`config.mk`:
```
export PLATFORM = sky130hd
export DESIGN_NAME = memory_stage
export DESIGN_NICKNAME = d
export VERILOG_FILES = /design/src/rtl/memory_stage.sv
export SDC_FILE = /design/constraint.sdc
export NUM_CORES = 1
export LEC_CHECK = 0
export CORE_AREA = 2 2 252 254
export CTS_BUF_LIST = sky130_fd_sc_hd__clkbuf_4 sky130_fd_sc_hd__clkbuf_8 sky130_fd_sc_hd__clkbuf_16
export DETAILED_ROUTE_END_ITERATION = 8
export DIE_AREA = 0 0 254 256
export SYNTH_ARGS = -nofsm -noshare
export SYNTH_HDL_FRONTEND = slang
export SYNTH_SLANG_ARGS = --single-unit
```
`constraint.sdc`:
```
create_clock -name clk -period 2.48 [get_ports clk]
set_clock_uncertainty 0.1 [all_clocks]
set_input_delay 0.496 -clock clk [delete_from_list [all_inputs] [get_ports clk]]
set_output_delay 0.496 -clock clk [all_outputs]
set_load 0.02 [all_outputs]
```
`src/rtl/memory_stage.sv`:
```
// MEM stage of the RV32IM pipeline. It issues data-cache accesses and stalls until the response arrives.
// It also aligns load data into the byte/half/word fields and registers the MEM/WB payload.
package memory_stage_pkg;

   typedef struct packed {
      logic       valid;
      logic       mem_read;
      logic       mem_write;
      logic       reg_write;
      logic [2:0] funct3;
      logic [4:0] rd_addr;
   } ctrl_word_t;

   typedef struct packed {
      logic [31:0] pc_plus4;
      logic [31:0] alu_out;
      logic [31:0] rs2_out;
      logic [31:0] mul_out;
      logic [31:0] div_out;
      logic [31:0] cmp_out;
      ctrl_word_t  ctrl_word;
   } ex_mem_reg_t;

   typedef struct packed {
      logic [31:0] pc_plus4;
      logic [31:0] alu_out;
      logic [31:0] mul_out;
      logic [31:0] div_out;
      logic [31:0] cmp_out;
      logic [31:0] lb_out;
      logic [31:0] lbu_out;
      logic [31:0] lh_out;
      logic [31:0] lhu_out;
      logic [31:0] lw_out;
      ctrl_word_t  ctrl_word;
   } mem_wb_reg_t;

   typedef enum logic [1:0] {
      IDLE = 2'd0,
      BUSY = 2'd1,
      HELD = 2'd2
   } mem_state_e;

   // Access size lives in funct3[1:0]; funct3[2] only selects zero-extension for loads.
   localparam logic [1:0] SIZE_BYTE = 2'b00;
   localparam logic [1:0] SIZE_HALF = 2'b01;

endpackage

module memory_stage
   import memory_stage_pkg::*;
(
   input  logic        clk,
   input  logic        rst,
   input  ex_mem_reg_t ex_mem_reg,
   input  logic        stall_in,
   output logic [31:0] dmem_address,
   output logic [3:0]  dmem_rmask,
   output logic [3:0]  dmem_wmask,
   output logic [31:0] dmem_wdata,
   input  logic [31:0] dmem_rdata,
   input  logic        dmem_resp,
   output logic        mem_stall,
   output mem_wb_reg_t mem_wb_reg
);

   mem_state_e  state_q, state_d;
   logic [31:0] rdata_q, rdata_d;
   mem_wb_reg_t mem_wb_q, mem_wb_d;

   logic        mem_op;
   logic        req_active;
   logic        resp_valid;
   logic [1:0]  offset;
   logic [3:0]  lane_mask;
   logic [31:0] lane_wdata;
   logic [31:0] ld;
   logic [7:0]  ld_byte;
   logic [15:0] ld_half;

   assign mem_op     = ex_mem_reg.ctrl_word.valid &&
                       (ex_mem_reg.ctrl_word.mem_read || ex_mem_reg.ctrl_word.mem_write);
   assign offset     = ex_mem_reg.alu_out[1:0];
   assign req_active = mem_op && (state_q != HELD);
   // A response only counts while a request is actually on the bus.
   assign resp_valid = req_active && dmem_resp;

   // NOTE: sequential state uses non-blocking assignments so every flop samples pre-edge values.
   always_ff @(posedge clk) begin
      if (!rst) begin
         state_q <= IDLE;
      end else begin
         state_q <= state_d;
      end
   end

   always_comb begin
      // NOTE: every variable gets a default first so no path through the block can infer a latch.
      state_d = state_q;
      case (state_q)
         IDLE: begin
            if (mem_op) begin
               if (dmem_resp) state_d = stall_in ? HELD : IDLE;
               else           state_d = BUSY;
            end
         end
         BUSY: begin
            if (!mem_op)        state_d = IDLE;
            else if (dmem_resp) state_d = stall_in ? HELD : IDLE;
         end
         HELD: begin
            if (!stall_in) state_d = IDLE;
         end
         default: state_d = IDLE;
      endcase
   end

   always_comb begin
      lane_mask  = 4'b1111;
      lane_wdata = ex_mem_reg.rs2_out;
      case (ex_mem_reg.ctrl_word.funct3[1:0])
         SIZE_BYTE: begin
            lane_mask  = 4'b0001 << offset;
            lane_wdata = {4{ex_mem_reg.rs2_out[7:0]}};
         end
         SIZE_HALF: begin
            lane_mask  = 4'b0011 << {offset[1], 1'b0};
            lane_wdata = {2{ex_mem_reg.rs2_out[15:0]}};
         end
         default: ;
      endcase
   end

   // The request depends on the EX/MEM register and the current state only, so it stays stable while BUSY.
   always_comb begin
      dmem_address = '0;
      dmem_rmask   = '0;
      dmem_wmask   = '0;
      dmem_wdata   = '0;
      if (rst && req_active) begin
         dmem_address = {ex_mem_reg.alu_out[31:2], 2'b00};
         dmem_wdata   = lane_wdata;
         if (ex_mem_reg.ctrl_word.mem_read)  dmem_rmask = lane_mask;
         if (ex_mem_reg.ctrl_word.mem_write) dmem_wmask = lane_mask;
      end
   end

   assign mem_stall = req_active && !dmem_resp;

   assign ld      = resp_valid ? dmem_rdata : rdata_q;
   assign ld_byte = ld[{offset, 3'b000} +: 8];
   assign ld_half = ld[{offset[1], 4'b0000} +: 16];
   assign rdata_d = ld;

   always_comb begin
      mem_wb_d = mem_wb_q;
      if (!stall_in) begin
         mem_wb_d.pc_plus4  = ex_mem_reg.pc_plus4;
         mem_wb_d.alu_out   = ex_mem_reg.alu_out;
         mem_wb_d.mul_out   = ex_mem_reg.mul_out;
         mem_wb_d.div_out   = ex_mem_reg.div_out;
         mem_wb_d.cmp_out   = ex_mem_reg.cmp_out;
         mem_wb_d.ctrl_word = ex_mem_reg.ctrl_word;
         mem_wb_d.lb_out    = {{24{ld_byte[7]}}, ld_byte};
         mem_wb_d.lbu_out   = {24'h0, ld_byte};
         mem_wb_d.lh_out    = {{16{ld_half[15]}}, ld_half};
         mem_wb_d.lhu_out   = {16'h0, ld_half};
         mem_wb_d.lw_out    = ld;
         if (mem_stall) mem_wb_d.ctrl_word.valid = 1'b0;
      end
   end

   always_ff @(posedge clk) begin
      if (!rst) begin
         rdata_q  <= '0;
         mem_wb_q <= '0;
      end else begin
         rdata_q  <= rdata_d;
         mem_wb_q <= mem_wb_d;
      end
   end

   assign mem_wb_reg = mem_wb_q;

endmodule

```
[After elaboration in Yosys (flattened, before gate mapping)]
Cells that the tools add are included.
Cells by class
  $lt $le $gt $ge: 0
  div/mod/pow operators: 0
  reductions and logical operators: 10
  eq/ne operators: 7
  shift-type cells: 4
  bitwise operators: 0
  multiply operators: 0
  mux-type cells: 17
  add/sub/neg operators: 0
Operators with widths (number)
  2-to-1 mux 32 bit: 3
  one-hot mux 32 bit (2 select lines): 1
  variable part select 32 x 6 -> 16 bit: 1
  variable part select 32 x 6 -> 8 bit: 1
  2-to-1 mux 4 bit: 4
  2-to-1 mux 2 bit: 6
  one-hot mux 4 bit (2 select lines): 1
  != test 2 bit (second input constant): 3
  one-hot mux 2 bit (3 select lines): 1
  logical AND 1 bit: 5
  == test 2 x 1 -> 1 bit (second input constant): 2
  zero test 2 bit: 2
  left shift 1 x 2 -> 4 bit (first input constant): 1
  left shift 2 x 2 -> 4 bit (first input constant): 1
  != test 3 bit (second input constant): 1
  AND reduction 3 bit: 1
  == test 2 bit (second input constant): 1
  zero test 1 bit: 1
  logical OR 1 bit: 1
  2-to-1 mux 1 bit: 1
Word-level totals
  word-level logic and storage cells: 56
  output and inout port bits: 405
  input bits: 240
  flip-flop bits (word level): 286
  memory bits (writable): 0
  memories: 0
  ROM bits: 0
  latch bits: 0

[Longest topological paths before layout]
  depth after elaboration: 6
  mapped depth: 7
  mapped depth without buffers: 4

[Least setup slack after synthesis]
Ideal clock, no wire load.
  kind: input to output
  start: input rst
  end: output dmem_rmask[1]
  data arrival time: 1.742 ns
  data required time: 1.884 ns
  setup slack: 0.142 ns
  stages on the path: 6
  path buffers: 2
  cell sequence: buf_2 inv_1 nor3_1 clkbuf_1 nand2_1 nor2_1
Between the ends
  longest elaborated chain between the ends: 2
RTL lines
  from (decl): RTL line 54  | input logic rst,
  logical AND 1 bit: RTL line 140  | if (rst && req_active) begin
  2-to-1 mux 4 bit: RTL line 140
  to (decl): RTL line 58  | output logic [3:0] dmem_rmask,
Every way passes these cells.

[Worst setup path in the final report]
  start: register state_q[1]
  end: output dmem_address[7]
Between the ends
  longest elaborated chain between the ends: 4
RTL lines
  from (decl): RTL line 67  | mem_state_e state_q, state_d;
  from (signal assigned): RTL line 93  | state_q <= state_d;
  != test 2 bit: RTL line 84  | assign req_active = mem_op && (state_q != HELD);
  logical AND 1 bit: RTL line 84
  logical AND 1 bit: RTL line 140
  2-to-1 mux 32 bit: RTL line 140
  to (decl): RTL line 57  | output logic [31:0] dmem_address,
Every way passes these cells.

==> key figures <==
Setup path
  – Arr. time, crit path: 1.85 ns
  – Worst EP required: 1.88 ns
  – CP Cell Sequence: nor2b_4 > nor3_2 > buf_6 > buf_12 > and2_1 > buf_4
  – Critical path capture point type: primary output
  – Slowest cell on the critical path: dfxtp_2
  – Startpoint Class: flop
  – Worst-path maximum fanout: 18
  – Crit Path Class: flop to primary output
  – Largest stage delay on the critical path: 0.32 ns

Logic synthesis
  – Seq/Total Area, Yosys: 44.3%
  – Ys Warns: 0
  – Synth Instances: 1257
  – Top post-synthesis cells by area: dfxtp_1 44%, mux2i_1 16%, buf_4 7.0%, nor2_1 6.8%, and2_1 3.6%
  – EDFF count, synth: 0
  – Post-synthesis cell type count: 36
  – Post-synth top area cell: dfxtp_1
  – Register bit count reported by yosys: 262
  – Synth Flop Type: dfxtp_1
  – Synth top area share: 44.3%
  – Average cell area after synthesis: 9.41 um2
  – Post-synth ARST share: 0%
  – Post-Syn Area: 0.0118 mm2

STA
  – Minimum clock period: 2.45 ns
  – Fin crit share: 98.7%
  – Count of final setup violators: 0
  – Max frequency: 408 MHz
  – Worst-margin pin slew: 0.776 ns
  – RSZ-0062 raised after global routing: yes
  – Final hold viol count: 0
  – Slew Limit Fails: 0
  – Sum of negative setup slack: 0 ns
  – Rel. slew slack: 48.3%

Placed design
  – I/O Buffers: 602
  – Placed inst area: 0.0186 mm2
  – Gpl congestion: 0.864
  – DP HPWL: 36500 um

Detailed routing
  – DR vias: 11087
  – DR pass1 iterations: 5
  – WL per Instance: 17.8 um
  – ANT nets after route: 0
  – Detailed Route Iter0 Violations: 605
  – Final wirelength: 47900 um
  – Drt drc: 0
  – Vias/cell: 4.12

Cells and area
  – Nets: 2059
  – Synthesis-to-finish area growth: 66.2%
  – Max reg flops: 228
  – Share of cells above drive strength 1: 14.7%
  – Final Instance Area: 0.0197 mm2
  – # diodes: 0

Flow run
  – Max Cap Viol: 0

Clocking
  – TritonCTS clock tree: yes
  – CTS clk-pin slew, worst paths: 0.06 ns
  – Maximum clock path buffer count: 3
  – Clk Latency, worst-skew pair: 0.58 ns
  – Cts bufs inserted: 31
  – CTS sink count: 262
  – CTS H-tree depth: 1
  – Root Buffer: clkbuf_16
  – CTS hold repair buffers: 0

Global route
  – Number of global-route vias before repair: 11096
  – GR Overflow Total: 0
  – First-pass GRT wire length: 69500 um
  – Initial antenna violation count: 5
  – Tot GR Track Use: 13.9%
  – Largest net degree at the start of global routing: 117

Status
  – Outcome: completed

Die
  – Die ar.: 0.0650 mm2
  – Initial Util: 19.0%
  – Area of the core: 0.0624 mm2
  – # rows: 92
  – I/O pin cnt: 645
  – Die Y-Extent: 256 um
  – Die width: 254 um

Hold path
  – Worst hold path class: input pin to flop

Pwr
  – Pwr Density: 601 mW/mm2
  – Leakage power: 8.67 nW
  – Max VDD drop: 0.463 mV
==> final cells by class <==
type | count | area [um2]
clock buffers | 47 | 940
clock inverters | 9 | 104
fillers | 6466 | 42700
inverters | 4 | 20.0
multi-input cells | 831 | 5580
flip-flops and latches | 262 | 5250
well taps | 846 | 1060
repair buffers | 689 | 6710
==> worst max-delay path: cells and delay by family, from the launching register on <==
kind                   cells  cell delay (ns)
buffers and inverters      3             0.46
and+or+nand+nor            3             0.46
DFF                        1             0.32
==> through the flow <==
step,setup WS (ns),power (mW),hold WS [ns],util (%),std cells
6_report,0.0320,11.8,0.157,31.5,2688
3_3_place_gp,-0.583,7.22,0.359,29.8,2630
4_1_cts,-0.0477,12.0,0.139,31.4,2689
2_1_floorplan,0.142,5.96,0.335,-,1298
5_1_grt,-0.0516,12.3,0.141,31.5,2688
3_5_place_dp,-0.616,7.24,0.361,29.8,2630
==> synth_stat cells (2+ instances only) <==
| library cell | instances |
|---|---|
| nand2_1 | 59 |
| nor4_1 | 9 |
| a2111oi_0 | 4 |
| buf_6 | 3 |
| and2_1 | 69 |
| a211oi_1 | 10 |
| inv_1 | 4 |
| nor3_1 | 2 |
| clkbuf_1 | 53 |
| nand2b_1 | 65 |
| a2111oi_1 | 11 |
| mux2i_1 | 187 |
| and3_1 | 2 |
| mux2_1 | 9 |
| mux2_2 | 2 |
| nor2_1 | 215 |
| dfxtp_1 | 262 |
| a21oi_1 | 35 |
| buf_2 | 28 |
| buf_4 | 110 |
| o211a_1 | 31 |
| mux2_4 | 20 |
| a32oi_1 | 16 |
| buf_1 | 7 |
| nor2b_1 | 2 |
| o21ai_0 | 32 |
==> final timing paths <==
check	from	to	slack, ns	cells after the start
worst max-delay path	state_q[1]	dmem_address[7]	0.03	6
worst min-delay path	rst	mem_wb_reg[12]	0.16	2
worst max register to register	state_q[1]	mem_wb_reg[83]	0.29	8
worst min register to register	mem_wb_reg[91]	mem_wb_reg[91]	0.37	2
==> routing by layer <==
metal  part of all wire, %  wire length [um]  track usage, %
met4                   1.9               930            3.42
met3                   9.4              4500            4.19
met5                  0.11                55               0
met1                    40             19000            16.3
met2                    49             23500            24.7
==> cells by family (layout without fill, tap and decap cells) <==
kind of cell,count (synthesis),after routing,synth area share [%]
AO/OA/AOI/OAI,145,145,8.96
buffers and inverters,205,749,10.5
flip-flops,262,262,44.3
multiplexers,218,218,19.4
other,1,42,0.0317
AND/OR/NAND/NOR,426,426,16.8
==> what timing repair did <==
action,in CTS,in global routing
gates resized for setup,357,57
pin swaps,5,10
cloned,1,0
buffers inserted,3,1
endpoints found under the setup margin,72,88
==> cells in the final DEF, fill, tap and decap left out, types with 26 or more instances in the layout <==
cell             instances
nor2_1                 212
conb_1                  42
o211a_1                 31
and2_1                  53
clkbuf_16               31
a21oi_1                 35
dfxtp_1                260
nand2b_1                64
clkdlybuf4s50_1        508
buf_4                   87
nand2_1                 59
o21ai_0                 32
mux2i_1                187
buf_6                   39
buf_2                   26
==> power by group <==
part / internal (mW) / leakage [nW] / switching, mW
sequential: 4.46 / 2.16 / 0.160
clock: 2.80 / 0.522 / 1.86
combinational: 1.27 / 5.99 / 1.27
total: 8.53 / 8.67 / 3.30
Power figures use the tool's default switching activity.
